--- src/rtl/element_pulse_sched.sv ---
// Purpose : timed command scheduler in front of one ifelement; queues up to DEPTH
//           pulse commands and launches each when tcnt reaches its trigger time.
// Latency : cmdstb rises on the edge after tcnt==trigt is seen in ARM with the element idle.
// Backpr. : cmd_ready = queue not full (or flush); elem_busy holds a due command in ARM.
// Ports   : clk/reset_n     clock, async active-low reset
//           flush           sync drop of queue and drive registers (late_cnt kept)
//           cmd_*           command input (valid/ready), trigt = trigger time
//           tcnt            shared wrapping time counter; elem_busy = element busy
//           envstart..pini  registered drive to the element; cmdstb = launch strobe
//           late/late_cnt   late-issue pulse and saturating count; qcount = queue fill
module element_pulse_sched #(
  parameter int DEPTH          = 4,
  parameter int TCNTWIDTH      = 27,
  parameter int ENV_ADDRWIDTH  = 32,
  parameter int FREQ_ADDRWIDTH = 32
) (
  input  logic                        clk,
  input  logic                        reset_n,
  input  logic                        flush,
  input  logic                        cmd_valid,
  output logic                        cmd_ready,
  input  logic [TCNTWIDTH-1:0]        cmd_trigt,
  input  logic [ENV_ADDRWIDTH-1:0]    cmd_envstart,
  input  logic [ENV_ADDRWIDTH-1:0]    cmd_envlength,
  input  logic [15:0]                 cmd_ampx,
  input  logic [FREQ_ADDRWIDTH-1:0]   cmd_freqaddr,
  input  logic [16:0]                 cmd_pini,
  input  logic [TCNTWIDTH-1:0]        tcnt,
  input  logic                        elem_busy,
  output logic [ENV_ADDRWIDTH-1:0]    envstart,
  output logic [ENV_ADDRWIDTH-1:0]    envlength,
  output logic [15:0]                 ampx,
  output logic [FREQ_ADDRWIDTH-1:0]   freqaddr,
  output logic [16:0]                 pini,
  output logic                        cmdstb,
  output logic                        late,
  output logic [15:0]                 late_cnt,
  output logic [$clog2(DEPTH):0]      qcount
);

  localparam int AW = $clog2(DEPTH);
  localparam int CW = AW + 1;
  localparam logic [CW-1:0] DEPTH_C = CW'(DEPTH);

  typedef struct packed {
    logic [TCNTWIDTH-1:0]      trigt;
    logic [ENV_ADDRWIDTH-1:0]  envstart;
    logic [ENV_ADDRWIDTH-1:0]  envlength;
    logic [15:0]               ampx;
    logic [FREQ_ADDRWIDTH-1:0] freqaddr;
    logic [16:0]               pini;
  } cmd_t;

  typedef enum logic [1:0] {IDLE, ARM, FIRE, HOLD} state_t;

  cmd_t              mem [DEPTH];
  cmd_t              cmd_in;
  cmd_t              head;
  logic [AW-1:0]     wr_ptr;
  logic [AW-1:0]     rd_ptr;
  state_t            state;
  logic [1:0]        hold_cnt;
  logic [TCNTWIDTH-1:0] d;
  logic              due;
  logic              not_full;
  logic              enq;
  logic              deq;

  assign cmd_in = '{trigt: cmd_trigt, envstart: cmd_envstart, envlength: cmd_envlength,
                    ampx: cmd_ampx, freqaddr: cmd_freqaddr, pini: cmd_pini};

  assign not_full  = (qcount < DEPTH_C);
  // During flush the offered command is swallowed, so it is always accepted.
  assign cmd_ready = flush | not_full;
  assign enq       = cmd_valid & not_full & ~flush;

  assign head = mem[rd_ptr];
  // Modular distance from trigger to now; MSB clear means now is at/after trigger
  // within a half-range window, MSB set means the trigger is still ahead.
  assign d   = tcnt - head.trigt;
  assign due = ~d[TCNTWIDTH-1];
  assign deq = (state == ARM) & due & ~elem_busy & ~flush;

  // Queue storage needs no reset; validity is tracked by qcount.
  always_ff @(posedge clk) begin
    if (enq) mem[wr_ptr] <= cmd_in;
  end

  always_ff @(posedge clk or negedge reset_n) begin
    if (!reset_n) begin
      wr_ptr    <= '0;
      rd_ptr    <= '0;
      qcount    <= '0;
      state     <= IDLE;
      hold_cnt  <= '0;
      envstart  <= '0;
      envlength <= '0;
      ampx      <= '0;
      freqaddr  <= '0;
      pini      <= '0;
      cmdstb    <= 1'b0;
      late      <= 1'b0;
      late_cnt  <= '0;
    end else if (flush) begin
      wr_ptr    <= '0;
      rd_ptr    <= '0;
      qcount    <= '0;
      state     <= IDLE;
      hold_cnt  <= '0;
      envstart  <= '0;
      envlength <= '0;
      ampx      <= '0;
      freqaddr  <= '0;
      pini      <= '0;
      cmdstb    <= 1'b0;
      late      <= 1'b0;
    end else begin
      cmdstb <= 1'b0;
      late   <= 1'b0;

      if (enq) wr_ptr <= wr_ptr + 1'b1;
      if (deq) rd_ptr <= rd_ptr + 1'b1;
      case ({enq, deq})
        2'b10:   qcount <= qcount + 1'b1;
        2'b01:   qcount <= qcount - 1'b1;
        default: qcount <= qcount;
      endcase

      case (state)
        IDLE: begin
          if (qcount != '0) state <= ARM;
        end
        ARM: begin
          if (deq) begin
            envstart  <= head.envstart;
            envlength <= head.envlength;
            ampx      <= head.ampx;
            freqaddr  <= head.freqaddr;
            pini      <= head.pini;
            cmdstb    <= 1'b1;
            late      <= (d != '0);
            if ((d != '0) && (late_cnt != 16'hFFFF)) late_cnt <= late_cnt + 16'd1;
            state     <= FIRE;
          end
        end
        FIRE: begin
          hold_cnt <= '0;
          state    <= HOLD;
        end
        HOLD: begin
          // A CW or zero-length command may never raise busy; give up after 4 cycles.
          if (elem_busy || (hold_cnt == 2'd3)) begin
            state <= (qcount != '0) ? ARM : IDLE;
          end else begin
            hold_cnt <= hold_cnt + 2'd1;
          end
        end
        default: state <= IDLE;
      endcase
    end
  end

endmodule

--- config.mk ---
export PLATFORM = sky130hd
export DESIGN_NAME = element_pulse_sched
export DESIGN_NICKNAME = d
export VERILOG_FILES = /design/src/rtl/element_pulse_sched.sv
export SDC_FILE = /design/constraint.sdc
export NUM_CORES = 1
export LEC_CHECK = 0
export BUFFER_PORTS_ARGS = -buffer_cell sky130_fd_sc_hd__buf_4
export CORE_UTILIZATION = 30
export DETAILED_ROUTE_END_ITERATION = 8
export GPL_TIMING_DRIVEN = 0
export PLACE_DENSITY_LB_ADDON = 0.12
export SETUP_SLACK_MARGIN = 0.5
export SLEW_MARGIN = 15
export SYNTH_ARGS = -nofsm -noshare
export SYNTH_HDL_FRONTEND = slang
export SYNTH_SLANG_ARGS = --single-unit
--- constraint.sdc ---
create_clock -name clk -period 5.6 [get_ports clk]
set_clock_uncertainty 0.15 [all_clocks]
set_input_delay 0.28 -clock clk [delete_from_list [all_inputs] [get_ports clk]]
set_output_delay 0.28 -clock clk [all_outputs]
set_load 0.01 [all_outputs]
==> results of run 1 <==
state kept, by name, indices dropped and copies added (netlist names), 2 cells and up:
name / flops
mem: 624
envlength: 32
envstart: 32
freqaddr: 32
pini: 17
ampx: 16
late_cnt: 16
qcount: 3
hold_cnt: 2
rd_ptr: 2
state: 2
wr_ptr: 2
where the power goes:
group	switching, mW	total, mW	internal [mW]
Sequential	0.119	6.72	6.60
Combinational	1.22	2.23	1.01
Clock	2.31	5.85	3.54
metrics by stage:
stage / setup TNS, ns / instance area, um2 / util [%] / setup WS, ns
finish: 0 / 40500 / 39.8 / 0.629
global route: 0 / 40500 / 39.8 / 0.472
CTS: 0 / 40400 / 39.7 / 0.506
detailed placement: -183.30 / 35500 / 34.9 / -1.52
global placement: -287.46 / 35000 / 34.4 / -2.21
floorplan: 0 / 30800 / - / 0.424
cells in the mapped netlist (4+ instances only):
| cell | n | area (um2) |
|---|---|---|
| nand2_1 | 287 | 1080 |
| o21a_1 | 8 | 60.1 |
| o22ai_1 | 4 | 25.0 |
| xnor2_1 | 29 | 254 |
| a21oi_1 | 162 | 811 |
| clkbuf_1 | 87 | 327 |
| ha_1 | 36 | 450 |
| nand4_1 | 15 | 93.8 |
| dfrtp_1 | 158 | 3950 |
| edfxtp_1 | 624 | 18700 |
| a211oi_1 | 4 | 30.0 |
| mux4_2 | 156 | 3510 |
| nand3_2 | 6 | 60.1 |
| buf_1 | 7 | 26.3 |
| and3_1 | 12 | 75.1 |
| nand3_1 | 12 | 60.1 |
| a21o_1 | 10 | 75.1 |
| xor2_1 | 6 | 52.6 |
| and2_1 | 7 | 43.8 |
| nor2b_1 | 4 | 25.0 |
| nor4_1 | 5 | 31.3 |
| buf_2 | 5 | 25.0 |
| nor2_1 | 29 | 109 |
| inv_1 | 38 | 143 |
| nor3_1 | 11 | 55.1 |
| o21ai_0 | 10 | 50.1 |
| o211ai_1 | 4 | 30.0 |
| a221oi_1 | 4 | 35.0 |
final timing paths:
path                                        from            end  slack (ns)
worst min register to register       late_cnt[8]    late_cnt[8]        0.35
min in group clk                cmd_envlength[4]     mem[2][69]        0.23
worst max register to register         rd_ptr[0]    late_cnt[1]        0.63
max in group asynchronous                reset_n  envlength[18]        4.78
worst max-delay path                   rd_ptr[0]    late_cnt[1]        0.63
worst min-delay path                     reset_n   envstart[30]        0.11
logic make-up (layout without fill, tap and decap cells):
kind of cell | count (synthesis) | count (layout) | share of synthesized area, %
buffers and inverters | 140 | 836 | 1.80
AND/OR/NAND/NOR | 404 | 404 | 5.69
adder cells (fa/ha/maj) | 38 | 38 | 1.59
multiplexers | 161 | 161 | 11.6
flip-flops | 782 | 782 | 73.7
other | 0 | 6 | 0
AO/OA/AOI/OAI | 240 | 240 | 4.64
XOR/XNOR | 35 | 35 | 0.996
worst min-delay path: cells and delay by family:
kind	cells	cell delay, ns
buffers and inverters	3	0.95
final cells by class:
cell class	instances	area share (%)
well taps	1368	4.23
diodes	6	0.0371
clock buffers	120	6.06
plain buffers	102	1.37
clock inverters	46	1.21
flip-flops and latches	782	56.0
repair buffers	530	11.6
multi-input cells	878	19.1
inverters	38	0.352
layer usage:
layer,vias up,GRT usage [%],routed length [um]
li1,8180,-,-
met1,9162,19.5,34400
met2,385,27.1,40800
met3,124,4.11,4800
met4,20,4.43,1510
met5,-,0,119
what timing repair did:
action,in CTS,in global routing
setup buffers,11,6
hold buffers,160,0
gates cloned,0,0
pin swaps,8,12
gates resized for setup,62,37
endpoints found under the setup margin,154,152
hold endpoints to repair,784,0
==> flow_metrics.tcl, run 1 <==
set metrics [dict create \
    num_rows 117 \
    max_cap_violations 0 \
    crit_chain "buf_8 > clkbuf_16 > buf_12 > mux4_2 > ha_4 > inv_2 > fa_2 > nor3b_4 > o221ai_2 > or4_4 > or3_4 > nor4_4 > nand4_1 > or4_4 > buf_6 > nand2_4 > mux2_4" \
    cts_sinks 782 \
    ys_seq_area_share_pct 73.7 \
    endpoint_kind "flop" \
    start_util_pct 30.3 \
    fin_cells 3870 \
    slowest_stage "or4_4" \
    antenna_found_initial 15 \
    io-pin-count 339 \
    reg2reg_depth 17 \
    post-place-cells 3521 \
    worst_pin_slew_ns 1.02 \
    grt_pass1_wl_um 121000 \
    viasPerCell 4.62 \
    timing.final.crit_share_pct 88.8 \
    dominantRegCellSynth "edfxtp_1" \
    grt_max_degree 62 \
    dr.first_iter.drc_count 944 \
    crit_path_frequent_cell "or4_4" \
    cts_tree "done" \
    insertion_delay_ns 0.64 \
    multi_input_area_mm2 0.00773 \
    antenna_left 0 \
    ir_drop_v 0.000230 \
    status "finished clean" \
    powerDensity_mw_per_mm2 365 \
    dpl.hpwl_um 54200 \
    wl_per_cell_um 21.1 \
    drc 0 \
    cp.required_ns 5.96 \
    cp-start-kind "flop" \
    ys_seq_elements 782 \
    slew_headroom_pct 31.7 \
    cpPeakStageDelay_ns 0.56 \
    async_reset_ff_share_pct 20.2 \
    dr.pass1.iters 5 \
    drive_gt1_share_pct 30.2 \
    critical_path_arrival_ns 5.33 \
    period_needed_ns 4.97 \
    overflow 0 \
    die_h_um 322 \
    p_leak_nw 14.5 \
    synth_warnings 0 \
    fin_hold_ws_ns 0.111 \
    syn_area_per_cell_um2 17.1 \
    cts_made_buffers 90 \
    final_common_cell "edfxtp_1" \
    crit_family "simple AND/OR/NAND/NOR gates" \
    synth_cell_type_count 65 \
    timing.fmax_mhz 201 \
    wirelength_um 81700 \
    rsz0062_at_grt "true" \
    regArea_mm2 0.0227 \
    critPathBufInv 5 \
    htree_num_levels 3 \
    io_buffers 337 \
    dieArea_mm2 0.104 \
    clkTransAtPathRegs_ns 0.06 \
    synth-edff-count 624 \
    hp-class "input pin to asynchronous set/reset pin" \
    synth_cells 1800 \
    hold_viol_final 0 \
    grt_pass1_vias 19400 \
    slew_viol_final 0 \
    critPathMaxFanout 5 \
    finalSetupViolCount 0 \
    grt_usage_pct 15.8 \
    area_delta_synth_final_pct 31.5 \
    path_class "flop to flop" \
    nets 2648 \
    final_cell_mix "edfxtp_1 (624), buf_4 (352), nand2_1 (285)" \
    cp.depth 17 \
    globalplace.congestion 0.811 \
    power_mw 14.8 \
    synth_area_mm2 0.0308 \
    synth_fp_nets 2026 \
    root_buffer "clkbuf_16" \
    fillerInstances 9514 \
    vias 17900 \
    cts_max_path_buffers 3 \
    die_w_um 322 \
    design.core.area_mm2 0.102 \
]
Power figures use the tool's default switching activity.
==> run 2: changes to the inputs <==
==> constraint.sdc (replaced) <==
create_clock -name clk -period 5.6 [get_ports clk]
set_clock_uncertainty 0.15 [all_clocks]
set_input_delay 1.12 -clock clk [delete_from_list [all_inputs] [get_ports clk]]
set_output_delay 1.12 -clock clk [all_outputs]
set_load 0.01 [all_outputs]
==> flow_metrics.tcl, run 2 (synthesized netlist as in run 1, its figures left out) <==
set metrics [dict create \
    status "finished clean" \
    wl_per_cell_um 21.8 \
    cpPeakStageDelay_ns 0.58 \
    io_buffers 337 \
    grt_pass1_vias 18500 \
    nets 2497 \
    endpoint_kind "flop" \
    antenna_left 0 \
    max_cap_violations 0 \
    slew_headroom_pct 24.9 \
    crit_family "simple AND/OR/NAND/NOR gates" \
    final_cell_mix "edfxtp_1 (624), buf_4 (358), nand2_1 (285)" \
    finalSetupViolCount 0 \
    p_leak_nw 14.0 \
    fin_cells 3717 \
    globalplace.congestion 0.802 \
    critPathBufInv 8 \
    die_w_um 322 \
    die_h_um 322 \
    drive_gt1_share_pct 33.1 \
    cts_made_buffers 89 \
    insertion_delay_ns 0.66 \
    drc 0 \
    hp-class "input pin to asynchronous set/reset pin" \
    grt_usage_pct 15.7 \
    grt_max_degree 62 \
    worst_pin_slew_ns 1.13 \
    path_class "flop to flop" \
    clkTransAtPathRegs_ns 0.06 \
    final_common_cell "edfxtp_1" \
    largest_register_ffs 624 \
    io-pin-count 339 \
    cp-start-kind "flop" \
    design.core.area_mm2 0.102 \
    cts_max_path_buffers 3 \
    post-place-cells 3524 \
    slew_viol_final 0 \
    timing.final.crit_share_pct 89.0 \
    power_mw 14.8 \
    area_delta_synth_final_pct 26.9 \
    timing.fmax_mhz 201 \
    htree_num_levels 3 \
    dpl.hpwl_um 53600 \
    wirelength_um 80900 \
    cts_tree "done" \
    critical_path_arrival_ns 5.36 \
    num_rows 117 \
    root_buffer "clkbuf_16" \
    dr.first_iter.drc_count 966 \
    powerDensity_mw_per_mm2 379 \
    cp.required_ns 5.98 \
    hold_viol_final 0 \
    largest_register "mem" \
    ir_drop_v 0.000384 \
    start_util_pct 30.3 \
    period_needed_ns 4.98 \
    vias 17400 \
    overflow 0 \
    grt_pass1_wl_um 119000 \
    dr.pass1.iters 5 \
    antenna_found_initial 17 \
    viasPerCell 4.67 \
    cts_sinks 782 \
    dieArea_mm2 0.104 \
    fillerInstances 9603 \
    slowest_stage "or4_4" \
    critPathMaxFanout 6 \
    crit_chain "clkbuf_8 > clkbuf_16 > buf_12 > buf_4 > buf_12 > mux4_2 > inv_2 > ha_1 > buf_6 > a21oi_4 > o21a_4 > nor2_1 > or4_4 > or3_4 > nor4_4 > nand4_1 > or4_4 > buf_6 > nand2_2 > mux2_1" \
    rsz0062_at_grt "false" \
]
==> run 2: cell types whose count changed in the layout (fill, tap and decap cells not counted), sizes merged <==
cell	delta
dlygate4sd3	-159
buf	+11
diode	-5
clkinv	+3
clkbuf	-2
bufinv	-1
clkinvlp	-1
inv	+1
==> run 2: power by group <==
group	total [mW]	switching [mW]	internal, mW
sequential	6.72	0.122	6.60
combinational	2.16	1.20	0.963
clock	5.93	2.39	3.54
==> run 2: repair_timing <==
action,in CTS,in global routing
endpoints found under the setup margin,154,110
setup buffers,13,11
pin swaps,13,13
hold buffers,0,0
resized for setup,62,28
endpoints found under the hold margin,0,0
==> run 2: routing by layer <==
layer	share of wire, %	vias to the layer above	wire, um	track usage (%)
met4	2.3	24	1900	4.32
met1	41	8919	33000	19.2
met2	50	381	40200	26.5
met5	0.19	-	154	0
li1	-	7889	-	-
met3	7.0	138	5630	5.09
==> run 2: cell type report <==
class,count,area (um2),share of cell area (%)
Sequential cell,782,22700,58.1
Multi-Input combinational cell,878,7720,19.8
Timing Repair Buffer,380,3240,8.28
Clock buffer,120,2460,6.31
Tap cell,1368,1710,4.38
Clock inverter,48,577,1.48
Buffer,102,536,1.37
Inverter,38,143,0.365
Antenna cell,1,2.50,0.00640
==> run 2: worst register-to-register path, stage by stage (launching register included) <==
cell	delay, ns
dfrtp_1	0.36
clkbuf_8	0.13
clkbuf_16	0.16
buf_12	0.13
buf_4	0.15
buf_12	0.13
mux4_2	0.43
inv_2	0.07
ha_1	0.23
buf_6	0.14
a21oi_4	0.15
o21a_4	0.15
nor2_1	0.05
or4_4	0.54
or3_4	0.35
nor4_4	0.26
nand4_1	0.16
or4_4	0.58
buf_6	0.15
nand2_2	0.07
mux2_1	0.31
==> run 2: worst paths after layout <==
| check | from | to | slack [ns] | cells past startpoint |
|---|---|---|---|---|
| setup / recovery | rd_ptr[0] | late_cnt[1] | 0.62 | 20 |
| hold / removal | reset_n | envstart[28] | 0.23 | 1 |
| setup reg to reg | rd_ptr[0] | late_cnt[1] | 0.62 | 20 |
| hold reg to reg | late_cnt[10] | late_cnt[10] | 0.35 | 1 |
| max in group asynchronous | reset_n | envlength[12] | 4.35 | 2 |
| min in group clk | late_cnt[10] | late_cnt[10] | 0.35 | 1 |
==> run 2: through the flow <==
| stage | area [um2] | utilization (%) | hold WS, ns | setup slack [ns] | TNS, ns |
|---|---|---|---|---|---|
| 3_3_place_gp | 35000 | 34.4 | 0.348 | -2.04 | -870.95 |
| 4_1_cts | 38900 | 38.3 | 0.192 | 0.506 | 0 |
| 2_1_floorplan | 30800 | - | 0.363 | 0.630 | 0 |
| 6_report | 39100 | 38.4 | 0.227 | 0.618 | 0 |
| 5_1_grt | 39100 | 38.4 | 0.202 | 0.516 | 0 |
| 3_5_place_dp | 35600 | 34.9 | 0.349 | -1.30 | -156.73 |
